[src/rtl/wra_pkg.sv]
// Shared definitions for the WRA load scheduler: FSM state codes and burst sizing.
// Pure declarations; no logic, no latency, no flow control.
package wra_pkg;

   localparam logic [2:0] IDLE = 3'd0;
   localparam logic [2:0] ARB  = 3'd1;
   localparam logic [2:0] REQ  = 3'd2;
   localparam logic [2:0] XFER = 3'd3;
   localparam logic [2:0] DONE = 3'd4;

   typedef enum logic [2:0] {
      S_IDLE = IDLE,
      S_ARB  = ARB,
      S_REQ  = REQ,
      S_XFER = XFER,
      S_DONE = DONE
   } state_t;

   localparam int BURST_MAX_DFLT = 16;
   // Width of the memory-port burst field; holds 1..BURST_MAX inclusive.
   localparam int BURST_W = 5;

endpackage

[src/rtl/wra_stream_ctx.sv]
// Per-stream address/remaining tracker; load and advance take effect on the next clk.
// No handshake of its own: the scheduler FSM decides when to load or advance.
module wra_stream_ctx
   import wra_pkg::*;
#(
   parameter int ADDR_W    = 16,
   parameter int LEN_W     = 12,
   parameter int BURST_MAX = BURST_MAX_DFLT
) (
   input  logic               clk,
   input  logic               rst,
   input  logic               load_i,
   input  logic [ADDR_W-1:0]  base_i,
   input  logic [LEN_W-1:0]   len_i,
   input  logic               adv_i,
   input  logic [BURST_W-1:0] adv_burst_i,
   output logic [ADDR_W-1:0]  addr_o,
   output logic               pend_o,
   output logic [BURST_W-1:0] burst_o
);

   logic [ADDR_W-1:0] addr_q, addr_d;
   logic [LEN_W-1:0]  rem_q, rem_d;

   always_comb begin
      addr_d = addr_q;
      rem_d  = rem_q;
      if (load_i) begin
         addr_d = base_i;
         rem_d  = len_i;
      end else if (adv_i) begin
         // Burst never exceeds remaining, so this cannot underflow; address wraps.
         addr_d = addr_q + ADDR_W'(adv_burst_i);
         rem_d  = rem_q - LEN_W'(adv_burst_i);
      end
   end

   always_ff @(posedge clk or posedge rst) begin
      if (rst) begin
         addr_q <= '0;
         rem_q  <= '0;
      end else begin
         addr_q <= addr_d;
         rem_q  <= rem_d;
      end
   end

   assign addr_o  = addr_q;
   assign pend_o  = (rem_q != '0);
   assign burst_o = (rem_q >= LEN_W'(BURST_MAX)) ? BURST_W'(BURST_MAX) : BURST_W'(rem_q);

endmodule

[src/rtl/wra_load_sched.sv]
// Splits data/filter streams into bursts, round-robins them onto one read port, steers beats.
// Enable to mem_req 2 cycles; mem_req holds until mem_gnt; DataPre_done 2 cycles after last beat.
module wra_load_sched
   import wra_pkg::*;
#(
   parameter int ADDR_W    = 16,
   parameter int LEN_W     = 12,
   parameter int BURST_MAX = BURST_MAX_DFLT
) (
   input  logic              clk,
   input  logic              rst,
   input  logic              Data_en,
   input  logic              Filter_en,
   input  logic [ADDR_W-1:0] data_base,
   input  logic [LEN_W-1:0]  data_len,
   input  logic [ADDR_W-1:0] filt_base,
   input  logic [LEN_W-1:0]  filt_len,
   output logic              mem_req,
   output logic [ADDR_W-1:0] mem_addr,
   output logic [4:0]        mem_burst,
   input  logic              mem_gnt,
   input  logic              mem_rvalid,
   input  logic              mem_rlast,
   output logic              dst_sel,
   output logic              dst_we,
   output logic              DataPre_done,
   output logic              err
);

   state_t             state_q, state_d;
   logic               last_sel_q, last_sel_d;
   logic               sel_q, sel_d;
   logic [ADDR_W-1:0]  mem_addr_q, mem_addr_d;
   logic [BURST_W-1:0] mem_burst_q, mem_burst_d;
   logic [BURST_W-1:0] beat_cnt_q, beat_cnt_d;
   logic               err_q, err_d;
   logic               done_q, done_d;

   logic               start;
   logic               in_xfer;
   logic [BURST_W-1:0] beat_nxt;
   logic               burst_ok;
   logic [ADDR_W-1:0]  d_addr, f_addr;
   logic               d_pend, f_pend;
   logic [BURST_W-1:0] d_burst, f_burst;

   assign start    = (state_q == S_IDLE) && (Data_en || Filter_en);
   assign in_xfer  = (state_q == S_XFER);
   assign beat_nxt = beat_cnt_q + BURST_W'(1);
   assign burst_ok = in_xfer && mem_rvalid && mem_rlast && (beat_nxt == mem_burst_q);

   // A disabled stream loads zero remaining so arbitration simply never picks it.
   wra_stream_ctx #(.ADDR_W(ADDR_W), .LEN_W(LEN_W), .BURST_MAX(BURST_MAX)) u_data_ctx (
      .clk         (clk),
      .rst         (rst),
      .load_i      (start),
      .base_i      (data_base),
      .len_i       (Data_en ? data_len : '0),
      .adv_i       (burst_ok && !sel_q),
      .adv_burst_i (mem_burst_q),
      .addr_o      (d_addr),
      .pend_o      (d_pend),
      .burst_o     (d_burst)
   );

   wra_stream_ctx #(.ADDR_W(ADDR_W), .LEN_W(LEN_W), .BURST_MAX(BURST_MAX)) u_filt_ctx (
      .clk         (clk),
      .rst         (rst),
      .load_i      (start),
      .base_i      (filt_base),
      .len_i       (Filter_en ? filt_len : '0),
      .adv_i       (burst_ok && sel_q),
      .adv_burst_i (mem_burst_q),
      .addr_o      (f_addr),
      .pend_o      (f_pend),
      .burst_o     (f_burst)
   );

   always_comb begin
      state_d     = state_q;
      last_sel_d  = last_sel_q;
      sel_d       = sel_q;
      mem_addr_d  = mem_addr_q;
      mem_burst_d = mem_burst_q;
      beat_cnt_d  = beat_cnt_q;
      err_d       = err_q;
      done_d      = 1'b0;
      case (state_q)
         S_IDLE: begin
            if (start) begin
               err_d   = 1'b0;
               state_d = S_ARB;
            end
         end
         S_ARB: begin
            if (!d_pend && !f_pend) begin
               done_d  = 1'b1;
               state_d = S_DONE;
            end else begin
               if (d_pend && f_pend) sel_d = ~last_sel_q;
               else                  sel_d = f_pend;
               mem_addr_d  = sel_d ? f_addr  : d_addr;
               mem_burst_d = sel_d ? f_burst : d_burst;
               beat_cnt_d  = '0;
               state_d     = S_REQ;
            end
         end
         S_REQ: begin
            if (mem_gnt) state_d = S_XFER;
         end
         S_XFER: begin
            if (mem_rvalid) begin
               beat_cnt_d = beat_nxt;
               if (burst_ok) begin
                  last_sel_d = sel_q;
                  state_d    = S_ARB;
               end else if (mem_rlast || (beat_nxt == mem_burst_q)) begin
                  // rlast and the beat count disagree: abandon the load.
                  err_d   = 1'b1;
                  done_d  = 1'b1;
                  state_d = S_DONE;
               end
            end
         end
         S_DONE: begin
            if (!Data_en && !Filter_en) state_d = S_IDLE;
         end
         default: state_d = S_IDLE;
      endcase
   end

   always_ff @(posedge clk or posedge rst) begin
      if (rst) begin
         state_q     <= S_IDLE;
         last_sel_q  <= 1'b1;
         sel_q       <= 1'b0;
         mem_addr_q  <= '0;
         mem_burst_q <= '0;
         beat_cnt_q  <= '0;
         err_q       <= 1'b0;
         done_q      <= 1'b0;
      end else begin
         state_q     <= state_d;
         last_sel_q  <= last_sel_d;
         sel_q       <= sel_d;
         mem_addr_q  <= mem_addr_d;
         mem_burst_q <= mem_burst_d;
         beat_cnt_q  <= beat_cnt_d;
         err_q       <= err_d;
         done_q      <= done_d;
      end
   end

   assign mem_req      = (state_q == S_REQ);
   assign mem_addr     = mem_addr_q;
   assign mem_burst    = mem_burst_q;
   assign dst_sel      = sel_q;
   assign dst_we       = mem_rvalid && in_xfer;
   assign DataPre_done = done_q;
   assign err          = err_q;

endmodule

[config.mk]
export PLATFORM = sky130hd
export DESIGN_NAME = wra_load_sched
export DESIGN_NICKNAME = d
export VERILOG_FILES = /design/src/rtl/wra_pkg.sv /design/src/rtl/wra_stream_ctx.sv /design/src/rtl/wra_load_sched.sv
export SDC_FILE = /design/constraint.sdc
export NUM_CORES = 1
export LEC_CHECK = 0
export BUFFER_PORTS_ARGS = -buffer_cell sky130_fd_sc_hd__clkbuf_2
export CORE_MARGIN = 2
export CORE_UTILIZATION = 52
export DETAILED_ROUTE_END_ITERATION = 8
export GPL_ROUTABILITY_DRIVEN = 0
export PLACE_DENSITY = 0.77
export SYNTH_ARGS = -nofsm -noshare
export SYNTH_HDL_FRONTEND = slang
export SYNTH_SLANG_ARGS = --single-unit
[constraint.sdc]
create_clock -name clk -period 2.7 [get_ports clk]
set_clock_uncertainty 0.05 [all_clocks]
set_input_delay 0.135 -clock clk [delete_from_list [all_inputs] [get_ports clk]]
set_output_delay 0.135 -clock clk [all_outputs]
set_load 0.05 [all_outputs]
==> results of run 1 <==
## metrics by stage
step	utilization [%]	power [mW]
3_5_place_dp	60.9	7.46
6_report	67.3	8.52
4_1_cts	67.3	8.44
2_1_floorplan	-	6.03
3_3_place_gp	60.9	7.22
5_1_grt	67.3	9.12
## worst max-delay path, stage by stage (launching register included)
cell and delay [ns]:
dfrtp_1 0.46, inv_1 0.11, ha_1 0.30, nor2b_1 0.15, o31a_1 0.26, o21ai_0 0.33
and2_0 0.37, a221oi_1 0.13, nor4_1 0.31
## sequential cells by signal, summed over array words and instances (netlist names)
| register | count |
|---|---|
| mem_addr | 16 |
| u_data_ctx.addr_o | 16 |
| u_filt_ctx.addr_o | 16 |
| u_data_ctx.rem_q | 12 |
| u_filt_ctx.rem_q | 12 |
| beat_cnt_q | 5 |
| mem_burst | 5 |
| state_q | 3 |
| DataPre_done | 1 |
| dst_sel | 1 |
| err | 1 |
| last_sel_q | 1 |
## layout by cell type (no fill, tap or decap), types with 3 or more instances in the layout
cell type | netlist | final
a31o_2 | 3 | 3
a21oi_1 | 34 | 34
clkinvlp_4 | 0 | 3
dlygate4sd3_1 | 0 | 48
nor3_1 | 9 | 9
clkbuf_8 | 0 | 9
xor2_1 | 15 | 15
o21a_1 | 5 | 5
nand2_1 | 82 | 82
a21o_1 | 7 | 7
xnor2_1 | 23 | 23
or4_1 | 4 | 4
a22o_1 | 4 | 4
nand3_1 | 23 | 23
nor4_1 | 15 | 15
mux2i_1 | 23 | 23
nor2_1 | 33 | 33
ha_1 | 21 | 21
a22oi_1 | 4 | 4
and3_1 | 4 | 4
nor3b_1 | 3 | 3
o31ai_1 | 5 | 5
a211oi_1 | 4 | 4
and4_1 | 4 | 3
nor4b_1 | 3 | 3
a32oi_1 | 4 | 4
or2_2 | 5 | 5
fa_1 | 4 | 4
buf_4 | 1 | 29
nor2b_1 | 5 | 5
dfrtp_1 | 88 | 88
inv_1 | 19 | 18
a31oi_1 | 3 | 3
nand4_1 | 13 | 13
and2_1 | 5 | 5
inv_6 | 0 | 3
clkbuf_2 | 0 | 88
o21ai_0 | 65 | 65
o21bai_1 | 3 | 3
a221oi_1 | 7 | 7
## synth_stat cells (all sizes together) (16+ instances only)
cell	n	area share, %
o21ai	67	6.1
nor2	34	2.3
dfrtp	88	39
xnor2	23	3.6
nand2	83	5.7
buf	18	1.9
a21oi	34	3.0
nor4	16	2.1
ha	21	4.7
mux2i	23	4.1
inv	19	1.3
nand3	23	2.1
## routing by layer
metal | routed length (um) | share of wire [%] | up-vias | track usage, %
li1 | - | - | 2549 | -
met1 | 6910 | 43 | 2648 | 39.1
met2 | 7600 | 47 | 243 | 46.5
met3 | 1010 | 6.3 | 46 | 3.93
met4 | 484 | 3.0 | 0 | 12.4
met5 | 0 | 0 | - | 0
## area by class of cell
type	count	share of cell area, %
flip-flops and latches	89	31.9
repair buffers	167	16.9
clock inverters	7	0.860
inverters	19	1.04
multi-input cells	479	45.1
clock buffers	9	1.77
well taps	136	2.44
## worst paths after layout
kind | start | endpoint | cells past startpoint
worst max register to register | mem_burst[1]$_DFFE_PP0P_ | u_data_ctx.rem_q[9]$_DFFE_PP0P_ | 8
worst min register to register | mem_addr[15]$_DFFE_PP0P_ | mem_addr[15]$_DFFE_PP0P_ | 2
worst max-delay path | mem_burst[1]$_DFFE_PP0P_ | u_data_ctx.rem_q[9]$_DFFE_PP0P_ | 8
max in group asynchronous | rst | last_sel_q$_DFFE_PP1P_ | 4
min in group asynchronous | rst | mem_addr[10]$_DFFE_PP0P_ | 3
worst min-delay path | data_len[4] | u_data_ctx.rem_q[4]$_DFFE_PP0P_ | 3
## timing repair
item / 4_1_cts / 5_1_grt
buffers inserted: 0 / 0
hold buffers: 48 / 0
setup endpoints to repair: 0 / 4
resized for setup: 0 / 3
endpoints found under the hold margin: 91 / 0
## logic make-up (layout without fill, tap and decap cells)
logic type / Yosys count / after routing
simple gates: 222 / 222
compound gates: 169 / 169
mux: 25 / 25
xor+xnor: 38 / 38
flops: 89 / 89
fa+ha+maj: 25 / 25
buf+inv: 49 / 202
## report_power, final
part           internal, mW  leakage [nW]  total [mW]  switching [mW]
logic                  1.92          2.01        5.04            3.12
registers              1.92          1.10        2.58           0.665
clock network         0.351        0.0848       0.893           0.542
==> impl_metrics.tcl, run 1 <==
set metrics [dict create \
    antenna_cells 0 \
    drt_iter0_markers 400 \
    multiInputGateArea_sq_um 3150 \
    fin_cells 906 \
    design.die.area_sq_um 11600 \
    finish.instance_area_sq_um 6980 \
    grt_usage_pct 28.9 \
    slew_headroom_pct 46.6 \
    layout-drive-gt1-share_pct 20.5 \
    via_per_inst 6.06 \
    clkSlewWorstSetupHoldPaths_ns 0.10 \
    regArea_sq_um 2230 \
    rsz0062_at_grt "no" \
    layout_setup_ws_ns 0.117 \
    crit_path_max_fanout 6 \
    ys_ff_latch 89 \
    post_dp_cell_area_sq_um 6310 \
    antenna_found_initial 0 \
    dp_slack_ns 0.120 \
    dr.pass1.iters 5 \
    tightest_slew_ns 0.800 \
    crit_type "reg2reg" \
    die_x_um 108 \
    power_per_cell_area_nw_per_um2 1220 \
    synth_nets 705 \
    placement_rows 37 \
    clkSinkCount 89 \
    tns_ns 0 \
    cts_buffers 9 \
    ys.flop_type "dfrtp_1" \
    cts_tree "done" \
    drc 0 \
    grt_max_degree 47 \
    syn_to_final_growth_pct 24.8 \
    clk-insertion-delay-late_ns 0.38 \
    slew_violations 0 \
    r2r_slack_ns 0.12 \
    core-area_sq_um 10400 \
    vias 5486 \
    syn_inst 617 \
    port_buffers 88 \
    status "finished, final reports clean" \
    synthArstFlopShare_pct 100 \
    worstPathRequired_ns 2.91 \
    max_freq_ghz 0.387 \
    synth-edff-count 0 \
    synth_compound_area_share_pct 18.9 \
    cts_buffer_depth 2 \
    synth_adder_area_share_pct 6.13 \
    wl_um 16000 \
    min_period_over_period_pct 95.7 \
    dp_hpwl_um 11200 \
    hp-class "in2reg" \
    overflow 0 \
    avgSynthCellArea_sq_um 9.07 \
    yosysWarnings 0 \
    htree_levels 3 \
    synthSimpleGateAreaFrac_pct 20.7 \
    route.antenna.remaining_nets 0 \
    initial_core_util_pct 54.0 \
    dieHeight_um 108 \
    grt_pass1_wl_um 26300 \
    cp-end-kind "flip-flop" \
    avgRoutedWirePerCell_um 17.7 \
    synth_top_family_by_area "simple AND/OR/NAND/NOR gates" \
    boundaryPins 89 \
    critPathLaunchType "flip-flop" \
    leakagePower_nw 3.20 \
    worstPathArrival_ns 2.79 \
    placedCellCount 842 \
    clockRootBuffer "clkbuf_8" \
    min_period_ns 2.58 \
    ys_types 66 \
    grt_pass1_vias 5427 \
    ys_seq_area_share_pct 39.8 \
    finalSetupViolations 0 \
    whs_ns 0.0123 \
    nNetsFinal 853 \
    n_fill_cell 834 \
    final_hold_viol_count 0 \
    drv_cap 0 \
    synth.cell_area_sq_um 5600 \
    muxShareOfSynthArea_pct 4.52 \
    synth-xor-area-share_pct 5.95 \
    ir_worst_vdd_uv 581 \
]
Note: power is estimated with default switching activity, not from simulation.
==> inputs of run 2 (changes only) <==
CAP_MARGIN = 15   (was unset)
MAX_ROUTING_LAYER = met4   (was unset)
==> impl_metrics.tcl, run 2 (same netlist as run 1, synthesis figures left out) <==
set metrics [dict create \
    r2r_slack_ns 0.12 \
    utilization_pct 67.3 \
    core-area_sq_um 10400 \
    boundaryPins 89 \
    cts_buffers 9 \
    seq_power_share_pct 30.3 \
    p_comb_share_pct 59.1 \
    route.antenna.remaining_nets 0 \
    cts_buffer_depth 2 \
    layout-drive-gt1-share_pct 20.5 \
    cp-end-kind "flip-flop" \
    drv_cap 0 \
    hp-class "in2reg" \
    totalPowerFinal_mw 8.52 \
    vias 5507 \
    dp_slack_ns 0.120 \
    via_per_inst 6.08 \
    clkSlewWorstSetupHoldPaths_ns 0.10 \
    postCtsSetupBuffers 0 \
    crit_path_max_incr_delay_ns 0.46 \
    port_buffers 88 \
    min_period_over_period_pct 95.7 \
    finish.instance_area_sq_um 6980 \
    whs_path_depth 3 \
    fin_cells 906 \
    rsz0062_at_grt "no" \
    grt_pass1_wl_um 26300 \
    overflow 0 \
    path_buf_inv 1 \
    dr.pass1.iters 5 \
    ir_worst_vdd_uv 579 \
    final_hold_viol_count 0 \
    path_depth 8 \
    clockRootBuffer "clkbuf_8" \
    post_dp_cell_area_sq_um 6310 \
    clkSinkCount 89 \
    crit_chain "inv_1 > ha_1 > nor2b_1 > o31a_1 > o21ai_0 > and2_0 > a221oi_1 > nor4_1" \
    slew_headroom_pct 45.7 \
    crit_path_max_fanout 6 \
    placement_rows 37 \
    tightest_slew_ns 0.813 \
    design.die.area_sq_um 11600 \
    reg2reg_depth 8 \
    worstPathArrival_ns 2.79 \
    critPathLaunchType "flip-flop" \
    slowest_stage "dfrtp_1" \
    intPower_mw 4.19 \
    clk-insertion-delay-late_ns 0.38 \
    leakagePower_nw 3.20 \
    drt_iter0_markers 433 \
    slew_violations 0 \
    avgRoutedWirePerCell_um 17.7 \
    switching_share_pct 50.9 \
    worstPathRequired_ns 2.91 \
    finalSetupViolations 0 \
    dieHeight_um 108 \
    grt_max_degree 47 \
    layout_setup_ws_ns 0.116 \
    power.switching_mw 4.34 \
    nNetsFinal 853 \
    power_per_cell_area_nw_per_um2 1220 \
    status "finished, final reports clean" \
    cts_tree "done" \
    tns_ns 0 \
    placedCellCount 842 \
    grt_usage_pct 29.7 \
    max_freq_ghz 0.387 \
    wl_um 16000 \
    die_x_um 108 \
    crit_type "reg2reg" \
    syn_to_final_growth_pct 24.8 \
    htree_levels 3 \
    min_period_ns 2.58 \
    grt_pass1_vias 5436 \
    antenna_found_initial 0 \
    final_cell_mix "88 x dfrtp_1, 88 x clkbuf_2, 82 x nand2_1" \
    whs_ns 0.0122 \
    initial_core_util_pct 54.0 \
    dp_hpwl_um 11200 \
    cp_top_family "simple AND/OR/NAND/NOR gates" \
    antenna_cells 0 \
    drc 0 \
    clockPowerShare_pct 10.5 \
]
-- run 2: cell counts in the layout (fill, tap and decap cells not counted) --
Identical to the previous run, type by type.
-- run 2: worst paths after layout --
| kind | startpoint | to |
|---|---|---|
| min in group asynchronous | rst | mem_addr[11]$_DFFE_PP0P_ |
| worst max-delay path | mem_burst[1]$_DFFE_PP0P_ | u_data_ctx.rem_q[9]$_DFFE_PP0P_ |
| max in group asynchronous | rst | last_sel_q$_DFFE_PP1P_ |
| worst max register to register | mem_burst[1]$_DFFE_PP0P_ | u_data_ctx.rem_q[9]$_DFFE_PP0P_ |
| worst min-delay path | data_len[4] | u_data_ctx.rem_q[4]$_DFFE_PP0P_ |
| worst min register to register | mem_addr[15]$_DFFE_PP0P_ | mem_addr[15]$_DFFE_PP0P_ |
-- run 2: power by group through the flow --
stage          sequential [mW]  combinational [mW]  clock (mW)
2_1_floorplan             2.93                3.10           0
3_3_place_gp              2.54                4.68           0
3_5_place_dp              2.58                4.88           0
4_1_cts                   2.55                4.98       0.912
5_1_grt                   2.66                5.50       0.970
6_report                  2.59                5.04       0.898
-- run 2: cell type report --
class | count | area [sq um]
repair buffers | 167 | 1180
multi-input cells | 479 | 3150
flip-flops and latches | 89 | 2230
well taps | 136 | 170
fillers | 834 | 3390
clock inverters | 7 | 60.1
clock buffers | 9 | 124
inverters | 19 | 72.6
-- run 2: what timing repair did --
action,CTS,global route
resized for setup,0,3
endpoints found under the hold margin,91,0
endpoints found under the setup margin,0,4
hold buffers,48,0
-- run 2: metal layers --
metal  wire length, um  vias up  global-route usage, %
li1                  -     2554                      -
met1              6830     2659                   39.1
met2              7600      241                   46.5
met3              1100       53                   3.87
met4               503        0                   12.4
met5                 0        -                      -
-- run 2: worst min-delay path: stages --
cell	delay, ns
clkbuf_2	0.08
a21oi_1	0.11
a21oi_1	0.07
==> inputs of run 3 (changes only) <==
CORE_MARGIN = 3   (was 2)
==> impl_metrics.tcl, run 3 (same netlist as run 1, synthesis figures left out) <==
set metrics [dict create \
    clkSlewWorstSetupHoldPaths_ns 0.09 \
    overflow 0 \
    port_buffers 88 \
    antenna_found_initial 0 \
    grt_max_degree 53 \
    power_per_cell_area_nw_per_um2 1210 \
    worstPathRequired_ns 2.94 \
    leakagePower_nw 3.22 \
    placement_rows 37 \
    tightest_slew_ns 0.713 \
    multiInputGateArea_sq_um 3170 \
    finalSetupViolations 0 \
    grt_pass1_vias 5331 \
    ir_worst_vdd_uv 770 \
    critPathLaunchType "flip-flop" \
    wl_um 16000 \
    drc 0 \
    boundaryPins 89 \
    n_fill_cell 817 \
    min_period_over_period_pct 97.2 \
    syn_to_final_growth_pct 25.3 \
    cts_tree "done" \
    clockPowerShare_pct 10.4 \
    dr.pass1.iters 6 \
    intPower_mw 4.23 \
    design.die.area_sq_um 12000 \
    p_comb_share_pct 58.7 \
    min_period_ns 2.62 \
    status "finished, final reports clean" \
    initial_core_util_pct 53.7 \
    dp_hpwl_um 11100 \
    slew_headroom_pct 52.5 \
    clkSinkCount 89 \
    drt_iter0_markers 422 \
    crit_path_max_fanout 11 \
    drv_cap 0 \
    layout-drive-gt1-share_pct 21.0 \
    utilization_pct 67.3 \
    avgRoutedWirePerCell_um 17.6 \
    vias 5432 \
    cp-end-kind "flip-flop" \
    max_freq_ghz 0.381 \
    grt_usage_pct 28.3 \
    hp-class "in2reg" \
    switching_share_pct 50.2 \
    nNetsFinal 855 \
    layout_commonest_cell "clkbuf_2" \
    final_cell_mix "88 x clkbuf_2, 87 x dfrtp_1, 82 x nand2_1" \
    tns_ns 0 \
    whs_ns 0.0259 \
    power.switching_mw 4.26 \
    cts_buffers 9 \
    crit_type "reg2reg" \
    dieHeight_um 110 \
    die_x_um 110 \
    htree_levels 3 \
    rsz0062_at_grt "yes" \
    core-area_sq_um 10400 \
    antenna_cells 0 \
    grt_pass1_wl_um 26000 \
    cts_buffer_depth 2 \
    worstPathArrival_ns 2.87 \
    postCtsSetupBuffers 0 \
    slew_violations 0 \
    clockRootBuffer "clkbuf_8" \
    route.antenna.remaining_nets 0 \
    final_hold_viol_count 0 \
    via_per_inst 5.98 \
    seq_power_share_pct 30.9 \
    clk-insertion-delay-late_ns 0.38 \
    regArea_sq_um 2230 \
]
run 3: area by class of cell:
class,count,share of cell area [%]
clock buffers,12,2.21
clock inverters,4,0.393
inverters,19,1.03
multi-input cells,479,45.2
flip-flops and latches,89,31.8
well taps,136,2.43
repair buffers,169,16.9
run 3: final timing paths:
path,cells after the start,slack [ns],startpoint,end
max,8,0.08,beat_cnt_q[1]$_DFFE_PP0P_,u_filt_ctx.addr_o[15]$_DFFE_PP0P_
min,3,0.03,data_len[9],u_data_ctx.rem_q[9]$_DFFE_PP0P_
max reg2reg,8,0.08,beat_cnt_q[1]$_DFFE_PP0P_,u_filt_ctx.addr_o[15]$_DFFE_PP0P_
min reg2reg,2,0.44,mem_addr[9]$_DFFE_PP0P_,mem_addr[9]$_DFFE_PP0P_
max in group asynchronous,4,1.55,rst,last_sel_q$_DFFE_PP1P_
min in group asynchronous,3,0.32,rst,mem_addr[12]$_DFFE_PP0P_
run 3: per-stage QoR:
| step | setup slack, ns | instance area [sq um] | power [mW] | instances |
|---|---|---|---|---|
| after floorplan | 0.0183 | 5600 | 6.03 | 617 |
| after global placement | 0.193 | 6300 | 7.20 | 842 |
| after detailed placement | 0.105 | 6300 | 7.40 | 842 |
| after CTS | 0.0716 | 6990 | 8.34 | 908 |
| after global routing | -0.0440 | 7010 | 9.12 | 908 |
| final | 0.0767 | 7010 | 8.48 | 908 |
run 3: power groups by stage:
stage          clock network (mW)  logic [mW]  registers, mW
3_3_place_gp                    0        4.62           2.57
4_1_cts                     0.879        4.89           2.58
2_1_floorplan                   0        3.10           2.93
5_1_grt                     0.930        5.51           2.68
3_5_place_dp                    0        4.80           2.60
6_report                    0.882        4.98           2.62
run 3: timing repair:
| action | in CTS | in global routing |
|---|---|---|
| endpoints found under the hold margin | 86 | 0 |
| gates resized for setup | 0 | 9 |
| hold buffers | 50 | 0 |
| setup endpoints to repair | 0 | 20 |
run 3: worst max-delay path, cell delays in order (launching register included):
cell	delay [ns]
dfrtp_1	0.41
ha_1	0.31
xor2_1	0.18
nor4_4	0.29
and4_2	0.35
buf_4	0.20
nand3_1	0.14
or3_1	0.41
a31oi_1	0.19
run 3: layer usage:
metal | vias to the layer above | global-route usage, % | wire (um)
met5 | - | - | 0
met3 | 47 | 3.76 | 1110
li1 | 2550 | - | -
met1 | 2606 | 37.2 | 6830
met4 | 0 | 11.8 | 384
met2 | 229 | 44.3 | 7630
